$ cat src/rtl/clock_period_meter.sv
// Measures period and high time of a slow clock-like signal in clk_in cycles,
// with a sticky timeout when the signal stops toggling.
module clock_period_meter #(
    parameter int WIDTH   = 16,
    parameter int TIMEOUT = 65535
) (
    input  logic             clk_in,
    input  logic             reset,
    input  logic             sig_in,
    output logic [WIDTH-1:0] period,
    output logic [WIDTH-1:0] high_time,
    output logic             valid,
    output logic             new_sample,
    output logic             timeout,
    output logic [1:0]       state_dbg
);

    typedef enum logic [1:0] {
        ARM   = 2'd0,
        FIRST = 2'd1,
        RUN   = 2'd2
    } state_t;

    localparam logic [WIDTH-1:0] TIMEOUT_V = WIDTH'(TIMEOUT);
    localparam logic [WIDTH-1:0] ONE       = WIDTH'(1);

    state_t           state;
    logic             sync1;
    logic             synced;
    logic             prev;
    logic [1:0]       flushed;
    logic [WIDTH-1:0] cnt;
    logic [WIDTH-1:0] hcap;
    logic             rise;
    logic             fall;

    assign rise      = synced & ~prev;
    assign fall      = ~synced & prev;
    assign state_dbg = state;

    // valid qualifies period/high_time; new_sample pulses for the single cycle
    // in which they take a new value. There is no back-pressure.
    always_ff @(posedge clk_in) begin
        if (reset) begin
            state      <= ARM;
            sync1      <= 1'b0;
            synced     <= 1'b0;
            prev       <= 1'b0;
            flushed    <= 2'b00;
            cnt        <= '0;
            hcap       <= '0;
            period     <= '0;
            high_time  <= '0;
            valid      <= 1'b0;
            new_sample <= 1'b0;
            timeout    <= 1'b0;
        end else begin
            sync1      <= sig_in;
            synced     <= sync1;
            prev       <= synced;
            flushed    <= {flushed[0], 1'b1};
            new_sample <= 1'b0;
            case (state)
                // The synchroniser holds reset zeros for two cycles; arming on
                // those would fake a low phase when sig_in is high at release.
                ARM: begin
                    if (flushed[1] && !synced) begin
                        state <= FIRST;
                    end
                end
                FIRST: begin
                    if (rise) begin
                        cnt   <= ONE;
                        state <= RUN;
                    end
                end
                RUN: begin
                    if (rise) begin
                        period     <= cnt;
                        high_time  <= hcap;
                        valid      <= 1'b1;
                        timeout    <= 1'b0;
                        new_sample <= 1'b1;
                        cnt        <= ONE;
                    end else if (cnt == TIMEOUT_V) begin
                        timeout <= 1'b1;
                        valid   <= 1'b0;
                        state   <= ARM;
                    end else begin
                        cnt <= cnt + ONE;
                    end
                    if (fall) begin
                        hcap <= cnt;
                    end
                end
                default: state <= ARM;
            endcase
        end
    end

endmodule

$ cat config.mk
export PLATFORM = sky130hd
export DESIGN_NAME = clock_period_meter
export DESIGN_NICKNAME = d
export VERILOG_FILES = /design/src/rtl/clock_period_meter.sv
export SDC_FILE = /design/constraint.sdc
export NUM_CORES = 1
export LEC_CHECK = 0
export ABC_AREA = 1
export BUFFER_PORTS_ARGS = -buffer_cell sky130_fd_sc_hd__buf_2
export CAP_MARGIN = 20
export CORE_MARGIN = 1.5
export CORE_UTILIZATION = 61
export CTS_CLUSTER_DIAMETER = 100
export DETAILED_ROUTE_END_ITERATION = 10
export PLACE_DENSITY = 0.84
export SKIP_LAST_GASP = 1
export SYNTH_ARGS = -nofsm -noshare
export SYNTH_HDL_FRONTEND = slang
export SYNTH_SLANG_ARGS = --single-unit
$ cat constraint.sdc
create_clock -name clk_in -period 4.9 [get_ports clk_in]
set_clock_uncertainty 0.1 [all_clocks]
set_input_delay 0.735 -clock clk_in [delete_from_list [all_inputs] [get_ports clk_in]]
set_output_delay 0.735 -clock clk_in [all_outputs]
set_load 0.05 [all_outputs]
; Word-level counts from Yosys, hierarchy flattened
; Index checks and enable logic that the tools add are counted.
[classes]
n_eq_ne = 8
n_mux = 15
reduce_logical = 11
bitwise = 5
n_lt_le_gt_ge = 0
add_sub_neg = 1
div_mod_pow = 0
multipliers = 0
n_shift = 0
[op_table]
columns = op, count
row1 = 16-bit 2-to-1 mux, 3
row2 = 16-bit case mux with 2 select lines, 1
row3 = "16-bit by 1-bit adder with 16-bit output, second input constant", 1
row4 = "16-bit equality test, second input constant", 1
row5 = 2-bit 2-to-1 mux, 4
row6 = "2-bit != test, second input constant", 4
row7 = 1-bit 2-to-1 mux, 6
row8 = 2-bit case mux with 3 select lines, 1
row9 = 2-bit AND reduction, 3
row10 = 4-bit AND reduction, 1
row11 = 2-bit nonzero test, 2
row12 = "3-bit != test, second input constant", 1
row13 = 1-bit inverter, 3
row14 = 3-bit AND reduction, 1
row15 = 1-bit AND, 2
row16 = "2-bit by 1-bit equality test with 1-bit output, second input constant", 1
row17 = "2-bit equality test, second input constant", 1
row18 = 2-bit zero test, 1
row19 = 2-bit OR reduction, 1
row20 = 1-bit logical AND, 1
row21 = 1-bit zero test, 1
[word_totals]
elab_cells = 53
mem_bits_rw = 0
reg_bits = 74
mem_bits_ro = 0
latch_bits = 0
input_bits = 3
n_memories = 0

; Longest topological paths before layout
[logic_depth]
depth_word = 4
depth_mapped = 10
ltp_nobuf = 10

; Least setup slack after synthesis
; OpenSTA, ideal clock, no wires.
[synth_path]
path_type = reg-to-reg
startpoint = register state[1], in the netlist state_dbg[1]
endpoint = register period[0]
path_buffers = 2
arrival_ps = 1622
required_ps = 4680
setup_time_ps = 120
stages_incl_launch_ff = 8
setup_slack_ps = 3057
cell_sequence = dfxtp_1 -> inv_1 -> nor2_4 -> inv_2 -> nor2_4 -> buf_4 -> buf_2 -> a21oi_1
[synth_between]
elab_chain_cells = 2
[synth_lines]
columns = item, line_no
row1 = from (decl), 27  ; state_t state;
row2 = from (signal assigned), 45  ; state <= ARM;
row3 = from (signal assigned), 68  ; state <= FIRST;
row4 = from (signal assigned), 74  ; state <= RUN;
row5 = 2-bit equality test, 63  ; case (state)
row6 = 2-bit AND reduction (no line), n/a
row7 = to (signal assigned), 79  ; period <= cnt;
row8 = to (decl), 10  ; output logic [WIDTH-1:0] period,
; Every way passes these cells.
; A chain may end at the register's enable or synchronous reset.

; Worst setup path in the final report
[layout_path]
startpoint = register state[1], in the netlist state_dbg[1]
endpoint = register high_time[6]
[layout_between]
elab_chain_cells = 2
[layout_lines]
columns = item, line_no
row1 = 2-bit equality test, 63
row2 = 2-bit AND reduction (no line), n/a
row3 = to (signal assigned), 80  ; high_time <= hcap;
row4 = to (decl), 11  ; output logic [WIDTH-1:0] high_time,
; Every way passes these cells.

==> key figures <==
Setup path
  • Slowest stage delay, CP: 700 ps
  • R2R depth: 7
  • Critical path, cell by cell: inv_1, nor2_4, inv_2, nor2_4, inv_1, nor2_1, nor2_1
  • Worst Setup End Kind: flop
  • Worst path arrival time: 2770 ps
  • Critical path depth: 7
  • Worst EP required: 5040 ps
  • Crit path kind: reg2reg
  • CP max stage cell: nor2_4
  • CP bufs+invs: 3
  • Crit path launch type: flop
  • CP max FO: 48
  • Top Family by Delay on Critical Path: simple AND/OR/NAND/NOR gates

CTS
  • Post-cts resize count: 0
  • Sink Count: 74
  • CTS max path bufs: 2
  • Number of setup buffers added after CTS: 0
  • Clock tree root driver cell: clkbuf_8
  • H-Tree Depth: 3
  • Num CTS Buffers: 9
  • CTS Hold Buffers Added: 0
  • Clk Latency, worst-skew pair: 350 ps
  • Clk slew on worst S/H paths: 80 ps
  • CTS tree: built

Place
  • HPWL Detailed: 4395 um
  • Port Buffers: 39
  • Cells after DPL: 486
  • Gpl congestion: 0.9623

Die
  • Die ar.: 0.005389 sq mm
  • CORE AREA: 0.004755 sq mm
  • I/O pin cnt: 40
  • Die X-Extent: 73.41 um
  • Row count: 25
  • Initial Util: 63.61%
  • Die outline height: 73.41 um

STA
  • RSZ-0062 raised after global routing: no
  • Period minus WS final: 2629 ps
  • Worst Tran Pin Value: 884.2 ps
  • Fin Setup TNS: 0 ps
  • Fin. Hold Viols: 0
  • Final Setup Violations: 0
  • Final slew viol count: 0
  • Post-route clock period utilization: 53.65%
  • Max Clock Freq: 380.4 MHz
  • Max_slew headroom: 40.91%

Detailed routing
  • Final WL: 6724 um
  • Antenna Nets Post-Route: 0
  • Drt first-iter violations: 245
  • DRC: 0
  • DR pass1 iterations: 4
  • Wirelength per Cell: 13.39 um
  • Via/cell ratio: 5.502
  • Via count: 2762

Logic synthesis
  • Cell count after synthesis: 400
  • Post-synth cell types: 25
  • Register area share after synthesis: 48.99%
  • Synthesized Nets: 404
  • Number of synthesized register bits: 74
  • Cell Area, Synth: 0.003024 sq mm
  • Synth warnings: 0
  • Syn avg cell area: 7.560 sq um

Finish
  • Final net count: 434
  • Final-layout fill cell count: 405
  • Most common cell after layout, fill and taps aside: dfxtp_1
  • Final Util: 71.92%
  • Reg area: 0.001481 sq mm
  • Multi-input combinational cell area: 0.001290 sq mm
  • Area grow syn2layout: 13.07%
  • Share of cells above drive strength 1: 17.01%
  • Finished Layout Cells: 502
  • Most frequent cells in the layout: dfxtp_1 (74), nor2_1 (69), o21ai_0 (52)
  • Antenna fix cells: 0

Power and ir drop
  • Worst IR drop on VDD: 0.0001969 V
  • Tot Pwr: 1201 uW
  • Power Density: 351.4 mW/mm^2
  • Leak: 0.001540 uW

Run
  • Max_cap viols: 0

Global routing
  • Initial antenna violation count: 0
  • Largest net degree at the start of global routing: 53
  • Global-route wire length before repair: 10650 um
  • Vias in the first global route: 2326
  • Tot GR Track Use: 26.09%
  • GR Overflow Total: 0

Hold path
  • HP Class: reg2reg
  • Hold Path Stages: 2

Outcome
  • Status: finished, final reports clean
-- worst reg2reg max path: stages (launching register included) --
cell	delay, ps
dfxtp_1	380
inv_1	110
nor2_4	210
inv_2	100
nor2_4	700
inv_1	580
nor2_1	260
nor2_1	70
-- worst paths after layout --
| kind | to | startpoint | slack [ps] |
|---|---|---|---|
| worst max register to register | high_time[6] | state_dbg[1] | 2270 |
| worst min-delay path | synced | sync1 | 310 |
| worst min register to register | synced | sync1 | 310 |
| worst max-delay path | high_time[6] | state_dbg[1] | 2270 |
-- stage by stage --
step / cell area (sq um) / setup WS [ps] / hold WS, ps
2_1_floorplan: 3024 / 3057 / 288.3
3_3_place_gp: 3182 / 2450 / 298.6
3_5_place_dp: 3182 / 2298 / 296.7
4_1_cts: 3420 / 2279 / 312.4
5_1_grt: 3420 / 2040 / 340.4
6_report: 3420 / 2271 / 309.6
-- synthesized netlist by cell type --
cell | n | area, sq um
nor2_2 | 5 | 31.28
buf_2 | 4 | 20.02
clkbuf_1 | 9 | 33.78
o21bai_1 | 1 | 7.510
nor2_4 | 2 | 22.52
o21ai_0 | 52 | 260.3
ha_1 | 1 | 12.51
a31o_2 | 1 | 8.760
nor2_1 | 69 | 259.0
nand2_1 | 46 | 172.7
nand2_2 | 5 | 31.28
nand4_1 | 6 | 37.54
dfxtp_1 | 74 | 1481
o2111ai_1 | 1 | 8.760
nand2_4 | 1 | 11.26
buf_6 | 4 | 45.04
a21boi_0 | 1 | 7.510
buf_4 | 4 | 30.03
nand3_1 | 37 | 185.2
a21oi_1 | 41 | 205.2
clkinv_1 | 2 | 7.510
o21ai_4 | 1 | 16.27
or2_2 | 2 | 12.51
inv_2 | 2 | 7.510
inv_1 | 29 | 108.9
-- cells by family (layout without fill, tap and decap cells) --
| group | after synthesis | in the layout | share of synthesized area (%) |
|---|---|---|---|
| AOI/OAI and AO/OA | 98 | 98 | 17.01 |
| adders and majority gates | 1 | 1 | 0.4137 |
| buffers and inverters | 54 | 89 | 8.357 |
| DFF | 74 | 74 | 48.99 |
| and+or+nand+nor | 173 | 173 | 25.24 |
-- metal layers --
metal / vias to the layer above / global-route usage, % / share of wire (%)
li1: 1375 / - / -
met4: 0 / 14.40 / 2.6
met5: - / 0 / 0
met3: 16 / 4.938 / 5.7
met2: 95 / 38.69 / 45
met1: 1276 / 35.75 / 47
-- final cells by class --
cell class | count | area share, %
well taps | 67 | 2.452
repair buffers | 40 | 5.928
inverters | 33 | 3.622
clock inverters | 3 | 2.012
flip-flops and latches | 74 | 43.32
clock buffers | 13 | 4.940
multi-input cells | 272 | 37.72
-- power breakdown --
part | leakage [uW] | total (uW) | switching (uW) | internal, uW
logic | 0.000823 | 35.4 | 26.5 | 8.95
registers | 0.000597 | 611 | 4.56 | 606
clock network | 0.000120 | 555 | 224 | 331
total | 0.00154 | 1200 | 255 | 946
-- registers in the layout, summed over array words and instances (netlist names) --
register,flops
new_sample,1
flushed,2
hcap,16
cnt,16
valid,1
sync1,1
high_time,16
timeout,1
synced,1
state_dbg,2
period,16
prev,1
No activity file was read; power rests on OpenSTA's default activity.
